`config.mk`:
```
export PLATFORM = sky130hd
export DESIGN_NAME = store_buffer
export DESIGN_NICKNAME = d
export VERILOG_FILES = /design/src/rtl/store_buffer.sv
export SDC_FILE = /design/constraint.sdc
export NUM_CORES = 2
export LEC_CHECK = 0
export ABC_AREA = 1
export CELL_PAD_IN_SITES_DETAIL_PLACEMENT = 2
export CELL_PAD_IN_SITES_GLOBAL_PLACEMENT = 2
export CORE_MARGIN = 2
export CORE_UTILIZATION = 35
export DETAILED_ROUTE_END_ITERATION = 16
export GPL_TIMING_DRIVEN = 1
export PLACE_DENSITY_LB_ADDON = 0.12
export SLEW_MARGIN = 10
export SYNTH_ARGS = -nofsm -noshare
export SYNTH_HDL_FRONTEND = slang
export SYNTH_SLANG_ARGS = --single-unit
```
`constraint.sdc`:
```
create_clock -name clk -period 7.6 [get_ports clk]
set_clock_uncertainty 0.05 [all_clocks]
set_input_delay 0.76 -clock clk [delete_from_list [all_inputs] [get_ports clk]]
set_output_delay 0.76 -clock clk [all_outputs]
set_load 0.02 [all_outputs]
```
`src/rtl/store_buffer.sv`:
```
// Store buffer between the core load/store port and the L1 data cache.
// Queues stores, drains them on idle core cycles and forwards buffered bytes to loads.
module store_buffer #(
  parameter int unsigned DEPTH_EXP = 3,
  parameter int unsigned DATA_W    = 32,
  parameter int unsigned ADDR_W    = 30,
  parameter bit          COALESCE  = 1'b1
) (
  input  logic                  clk,
  input  logic                  rst,
  input  logic                  core_en,
  input  logic                  core_we,
  input  logic [ADDR_W-1:0]     core_addr,
  input  logic [DATA_W/8-1:0]   core_mask,
  input  logic [DATA_W-1:0]     core_wdata,
  output logic                  core_nack,
  output logic [DATA_W-1:0]     core_rdata,
  output logic                  cache_en,
  output logic                  cache_we,
  output logic [ADDR_W-1:0]     cache_addr,
  output logic [DATA_W/8-1:0]   cache_mask,
  output logic [DATA_W-1:0]     cache_wdata,
  input  logic                  cache_nack,
  input  logic [DATA_W-1:0]     cache_rdata,
  input  logic                  flush_req,
  output logic                  flush_done,
  output logic [DEPTH_EXP:0]    count
);

  localparam int unsigned NB    = DATA_W / 8;
  localparam int unsigned DEPTH = 1 << DEPTH_EXP;
  localparam int unsigned PTR_W = (DEPTH_EXP > 0) ? DEPTH_EXP : 1;
  localparam int unsigned CNT_W = DEPTH_EXP + 1;

  // Entry storage; validity is implied by (age < cnt), so no per-entry valid bits
  logic [ADDR_W-1:0] entAddr [DEPTH];
  logic [NB-1:0]     entMask [DEPTH];
  logic [DATA_W-1:0] entData [DEPTH];

  logic [PTR_W-1:0] head;
  logic [PTR_W-1:0] tail;
  logic [CNT_W-1:0] cnt;
  logic             inFlight;

  // Response register for the previous-cycle core request
  logic              rspLoad;
  logic              rspReject;
  logic [NB-1:0]     rspMask;
  logic [NB-1:0]     rspCover;
  logic [DATA_W-1:0] rspData;

  logic              isStore;
  logic              isLoad;
  logic              full;
  logic [PTR_W-1:0]  youngIdx;
  logic              canCoalesce;
  logic              doCoalesce;
  logic              doAlloc;
  logic              doReject;
  logic              doIssue;
  logic              doPop;
  logic [NB-1:0]     fwdCover;
  logic [DATA_W-1:0] fwdData;

  // Flush is advisory: the core holds off stores until flush_done is high
  logic unusedFlushReq;
  assign unusedFlushReq = flush_req;

  function automatic logic [PTR_W-1:0] wrapIdx(input int unsigned v);
    return PTR_W'(v % DEPTH);
  endfunction

  assign isStore  = core_en & core_we;
  assign isLoad   = core_en & ~core_we;
  assign full     = (cnt == CNT_W'(DEPTH));
  assign youngIdx = wrapIdx(32'(tail) + DEPTH - 32'd1);

  // Only the head can be in flight, so the youngest is busy only when it is the head
  assign canCoalesce = COALESCE && (cnt != '0) && (entAddr[youngIdx] == core_addr)
                       && !(inFlight && (youngIdx == head));

  assign doCoalesce = isStore & canCoalesce;
  assign doAlloc    = isStore & ~canCoalesce & ~full;
  assign doReject   = isStore & ~canCoalesce & full;
  assign doIssue    = ~core_en & (cnt != '0) & ~inFlight;
  assign doPop      = inFlight & ~cache_nack;

  // Walk oldest to youngest so younger matching bytes override older ones
  always_comb begin
    fwdCover = '0;
    fwdData  = '0;
    for (int unsigned a = 0; a < DEPTH; a++) begin
      if ((a < 32'(cnt)) && (entAddr[wrapIdx(32'(head) + a)] == core_addr)) begin
        for (int unsigned b = 0; b < NB; b++) begin
          if (entMask[wrapIdx(32'(head) + a)][b]) begin
            fwdCover[b]         = 1'b1;
            fwdData[8*b +: 8]   = entData[wrapIdx(32'(head) + a)][8*b +: 8];
          end
        end
      end
    end
  end

  // Cache port: loads pass straight through, drains issue the head entry
  always_comb begin
    cache_en    = 1'b0;
    cache_we    = 1'b0;
    cache_addr  = '0;
    cache_mask  = '0;
    cache_wdata = '0;
    if (!rst) begin
      if (isLoad) begin
        cache_en   = 1'b1;
        cache_addr = core_addr;
        cache_mask = core_mask;
      end else if (doIssue) begin
        cache_en    = 1'b1;
        cache_we    = 1'b1;
        cache_addr  = entAddr[head];
        cache_mask  = entMask[head];
        cache_wdata = entData[head];
      end
    end
  end

  always_comb begin
    core_rdata = '0;
    if (rspLoad) begin
      for (int unsigned b = 0; b < NB; b++) begin
        core_rdata[8*b +: 8] = rspCover[b] ? rspData[8*b +: 8] : cache_rdata[8*b +: 8];
      end
    end
  end

  // A fully forwarded load never needs the cache, so its nack is ignored
  assign core_nack  = rspReject | (rspLoad & ~(&(rspCover | ~rspMask)) & cache_nack);
  assign flush_done = (cnt == '0) & ~inFlight;
  assign count      = cnt;

  always_ff @(posedge clk) begin
    if (rst) begin
      head      <= '0;
      tail      <= '0;
      cnt       <= '0;
      inFlight  <= 1'b0;
      rspLoad   <= 1'b0;
      rspReject <= 1'b0;
      rspMask   <= '0;
      rspCover  <= '0;
      rspData   <= '0;
    end else begin
      rspLoad   <= isLoad;
      rspReject <= doReject;
      rspMask   <= isLoad ? core_mask : '0;
      rspCover  <= isLoad ? fwdCover : '0;
      rspData   <= isLoad ? fwdData : '0;
      if (doAlloc) begin
        tail <= wrapIdx(32'(tail) + 32'd1);
      end
      if (doPop) begin
        head <= wrapIdx(32'(head) + 32'd1);
      end
      if (doAlloc && !doPop) begin
        cnt <= cnt + CNT_W'(1);
      end else if (!doAlloc && doPop) begin
        cnt <= cnt - CNT_W'(1);
      end
      // A write is outstanding for exactly one cycle: it either pops or is retried later
      inFlight <= doIssue;
    end
  end

  always_ff @(posedge clk) begin
    if (!rst) begin
      if (doAlloc) begin
        entAddr[tail] <= core_addr;
        entMask[tail] <= core_mask;
        entData[tail] <= core_wdata;
      end else if (doCoalesce) begin
        entMask[youngIdx] <= entMask[youngIdx] | core_mask;
        for (int unsigned b = 0; b < NB; b++) begin
          if (core_mask[b]) begin
            entData[youngIdx][8*b +: 8] <= core_wdata[8*b +: 8];
          end
        end
      end
    end
  end

endmodule

```
==> flow_summary_export.csv <==
group,metric,value,unit
run_status,status,"finished, final reports clean",
placement,dpl.hpwl,206,mm
yosys,synth-edff-count,528,
setup_path,path_class,"reg -> reg",
placement,gp_congestion,1.03,
clock_network,hold_buffers,0,
global_routing,grt_pass1_wl,434,mm
sta,maxSlewViolCount,0,
layout,postLayoutCoreUtil,39.7,%
sta,rsz0062_at_grt,"no",
sta,finalSetupViolCount,0,
setup_path,critical_path_required,7.94,ns
floorplanning,die_h,386,um
clock_network,clk_pin_slew_worst_paths,0.06,ns
sta,worst_hold_slack,0.572,ns
floorplanning,die_w,386,um
yosys,synth_area_per_cell,6.38,um2
global_routing,antenna_found_initial,16,
drt,routed_wl,304,mm
yosys,synthCells,8011,
clock_network,clock_sinks,584,
yosys,ys_ff_latch,584,
clock_network,cts-htree-levels,3,
sta,slew_headroom,16.5,%
power,power,11.6,mW
yosys,yosys_most_used_dff,"edfxtp_1",
layout,num-fill-cells,17600,
floorplanning,io_pins,210,
sta,finalHoldViolations,0,
drt,first_pass_iters,6,
yosys,yosysTopAreaCell,"edfxtp_1",
setup_path,cp.buffers_inverters,5,
sta,fin_crit,6.64,ns
layout,final_cell_mix,"nand2_1, nand3_1, o21ai_0, inv_1, edfxtp_1",
setup_path,cp-end-kind,"flip-flop",
layout,multi_input_area,29000,um2
drt,routedWlPerCell,30.7,um
yosys,syn_nets,8123,
run,drv_cap,0,
yosys,yosys_warnings,0,
drt,drc_errors,0,
clock_network,cts_buffers,81,
clock_network,max-clock-path-buffers,3,
sta,tightestPinTransition,1.24,ns
global_routing,grt_usage,39.7,%
yosys,synthDistinctLibCells,52,
floorplanning,coreArea,145000,um2
placement,dp_cells,9762,
layout,regArea,17000,um2
drt,ant_nets,0,
clock_network,post_cts_buffers,0,
clock_network,clock-root-buffer,"clkbuf_16",
sta,setup_tns,0,ns
yosys,yosys.area.top_type_share,31.0,%
setup_path,r2r_slack,0.96,ns
floorplanning,rows,140,
clock_network,post_cts_resized,0,
setup_path,worst_path_max_delay_cell,"nor2_4",
clock_network,cts_tree,"yes",
setup_path,worstPathMaxFanout,26,
setup_path,crit_path_cell_trace,"inv_1 -> ha_4 -> xnor2_4 -> inv_2 -> buf_12 -> nand3_1 -> nand2_1 -> xor2_1 -> nor2_1 -> nand2_1 -> nor2_1 -> nand2_1 -> o21ai_1 -> nor2_2 -> nand2_1 -> inv_1 -> nand2_1 -> nor2_4 -> buf_4",
setup_path,crit_family,"simple AND/OR/NAND/NOR gates",
power,power.leakage,24.5,nW
setup_path,critical_path_arrival,6.98,ns
power,peakVddDrop,0.185,mV
layout,post_layout_nonfiller_instances,9916,
sta,fin_crit_sh,87.4,%
drt,drtIter0Drc,6328,
layout,area_delta_synth_final,12.9,%
floorplanning,die_area,149000,um2
layout,layout_commonest_cell,"nand2_1",
yosys,ys_top_cells_by_area,"edfxtp_1, nand2_1, nand3_1, o21ai_0, inv_1",
global_routing,grt_pass1_vias,63200,
placement,io_buffers,208,
power,powerDensity,201,nW/um2
yosys,seq_area_frac_synth,33.2,%
setup_path,cp-start-kind,"flip-flop",
yosys,asyncSetResetFlopFracSynth,0,%
layout,drive_gt1_share,4.80,%
min_path,hold_class,"reg -> reg",
yosys,synthesis.area,51100,um2
setup_path,slowest_delay,0.80,ns
drt,vias,61800,
setup_path,crit_top_cell,"nand2_1",
global_routing,globalRouteOverflowTotal,0,
layout,nets,8040,
sta,max_freq,151,MHz
drt,vias_per_cell,6.24,
floorplanning,initial_core_util,35.2,%
global_routing,grt_max_degree,237,
clock_network,clock_latency,0.73,ns
==> power by group <==
part,leakage [nW],internal (mW),total [mW],switching [mW]
Combinational,17.9,0.965,3.87,2.90
Clock,1.36,2.42,4.15,1.73
Sequential,5.21,3.53,3.58,0.0511
Total,24.5,6.91,11.6,4.69
==> worst reg2reg max path, stage by stage (launching register included) <==
cell and delay, ns:
dfxtp_1 0.47, inv_1 0.18, ha_4 0.22, xnor2_4 0.65
inv_2 0.33, buf_12 0.30, nand3_1 0.21, nand2_1 0.11
xor2_1 0.63, nor2_1 0.14, nand2_1 0.15, nor2_1 0.05
nand2_1 0.15, o21ai_1 0.18, nor2_2 0.37, nand2_1 0.40
inv_1 0.24, nand2_1 0.28, nor2_4 0.80, buf_4 0.41
==> cell families (layout without fill, tap and decap cells) <==
kind of cell,Yosys count,after routing,share of synthesized area (%)
AOI/OAI and AO/OA,1695,1695,18.0
xor gates and xnor gates,54,54,0.955
adders and majority gates,8,8,0.196
buffers and inverters,1313,1298,10.5
DFF,584,584,33.2
muxes,120,120,2.35
other,0,3,0
and+or+nand+nor,4237,4237,34.8
==> area by class of cell <==
cell class	count	area share, %
multi-input cells	6114	50.2
flip-flops and latches	584	29.5
repair buffers	376	6.23
inverters	771	5.09
well taps	1917	4.16
clock buffers	108	4.01
clock inverters	43	0.859
diodes	3	0.0130
==> worst paths after layout <==
check / start / to / cells after the start
setup / recovery: tail[1] / entAddr[1][12] / 19
hold / removal: count[0] / count[0] / 2
setup reg to reg: tail[1] / entAddr[1][12] / 19
hold reg to reg: count[0] / count[0] / 2
==> cell usage after synthesis (56+ instances only) <==
master and number:
buf_1 104, clkbuf_1 253, o22ai_1 104, nand3_1 1150, buf_2 139, mux2i_1 120
nor2_1 413, dfxtp_1 56, o21a_1 57, edfxtp_1 528, nand2_1 2532, o211ai_1 76
inv_1 741, a21oi_1 295, o21ai_0 1027
==> flip-flops by register name, indices dropped and copies added (netlist names), 3 cells and up, named ones only <==
name,count
entAddr,240
head,3
rspCover,4
tail,3
count,4
entData,256
entMask,32
rspData,32
rspMask,4
==> per-layer routing <==
layer / wire, um / up-vias / track usage [%]
met4: 15800 / 6 / 18.1
met2: 132000 / 2913 / 61.1
met5: 46 / - / 0
met3: 28300 / 748 / 8.03
li1: - / 26700 / -
met1: 128000 / 31500 / 53.6
==> stage by stage <==
| step | instance area (um2) | setup slack, ns |
|---|---|---|
| 6_report | 57700 | 0.958 |
| 3_5_place_dp | 54900 | 1.30 |
| 3_3_place_gp | 54900 | 1.44 |
| 2_1_floorplan | 51100 | 1.97 |
| 5_1_grt | 57700 | 0.934 |
| 4_1_cts | 57700 | 1.25 |
Note: power is estimated with default switching activity, not from simulation.
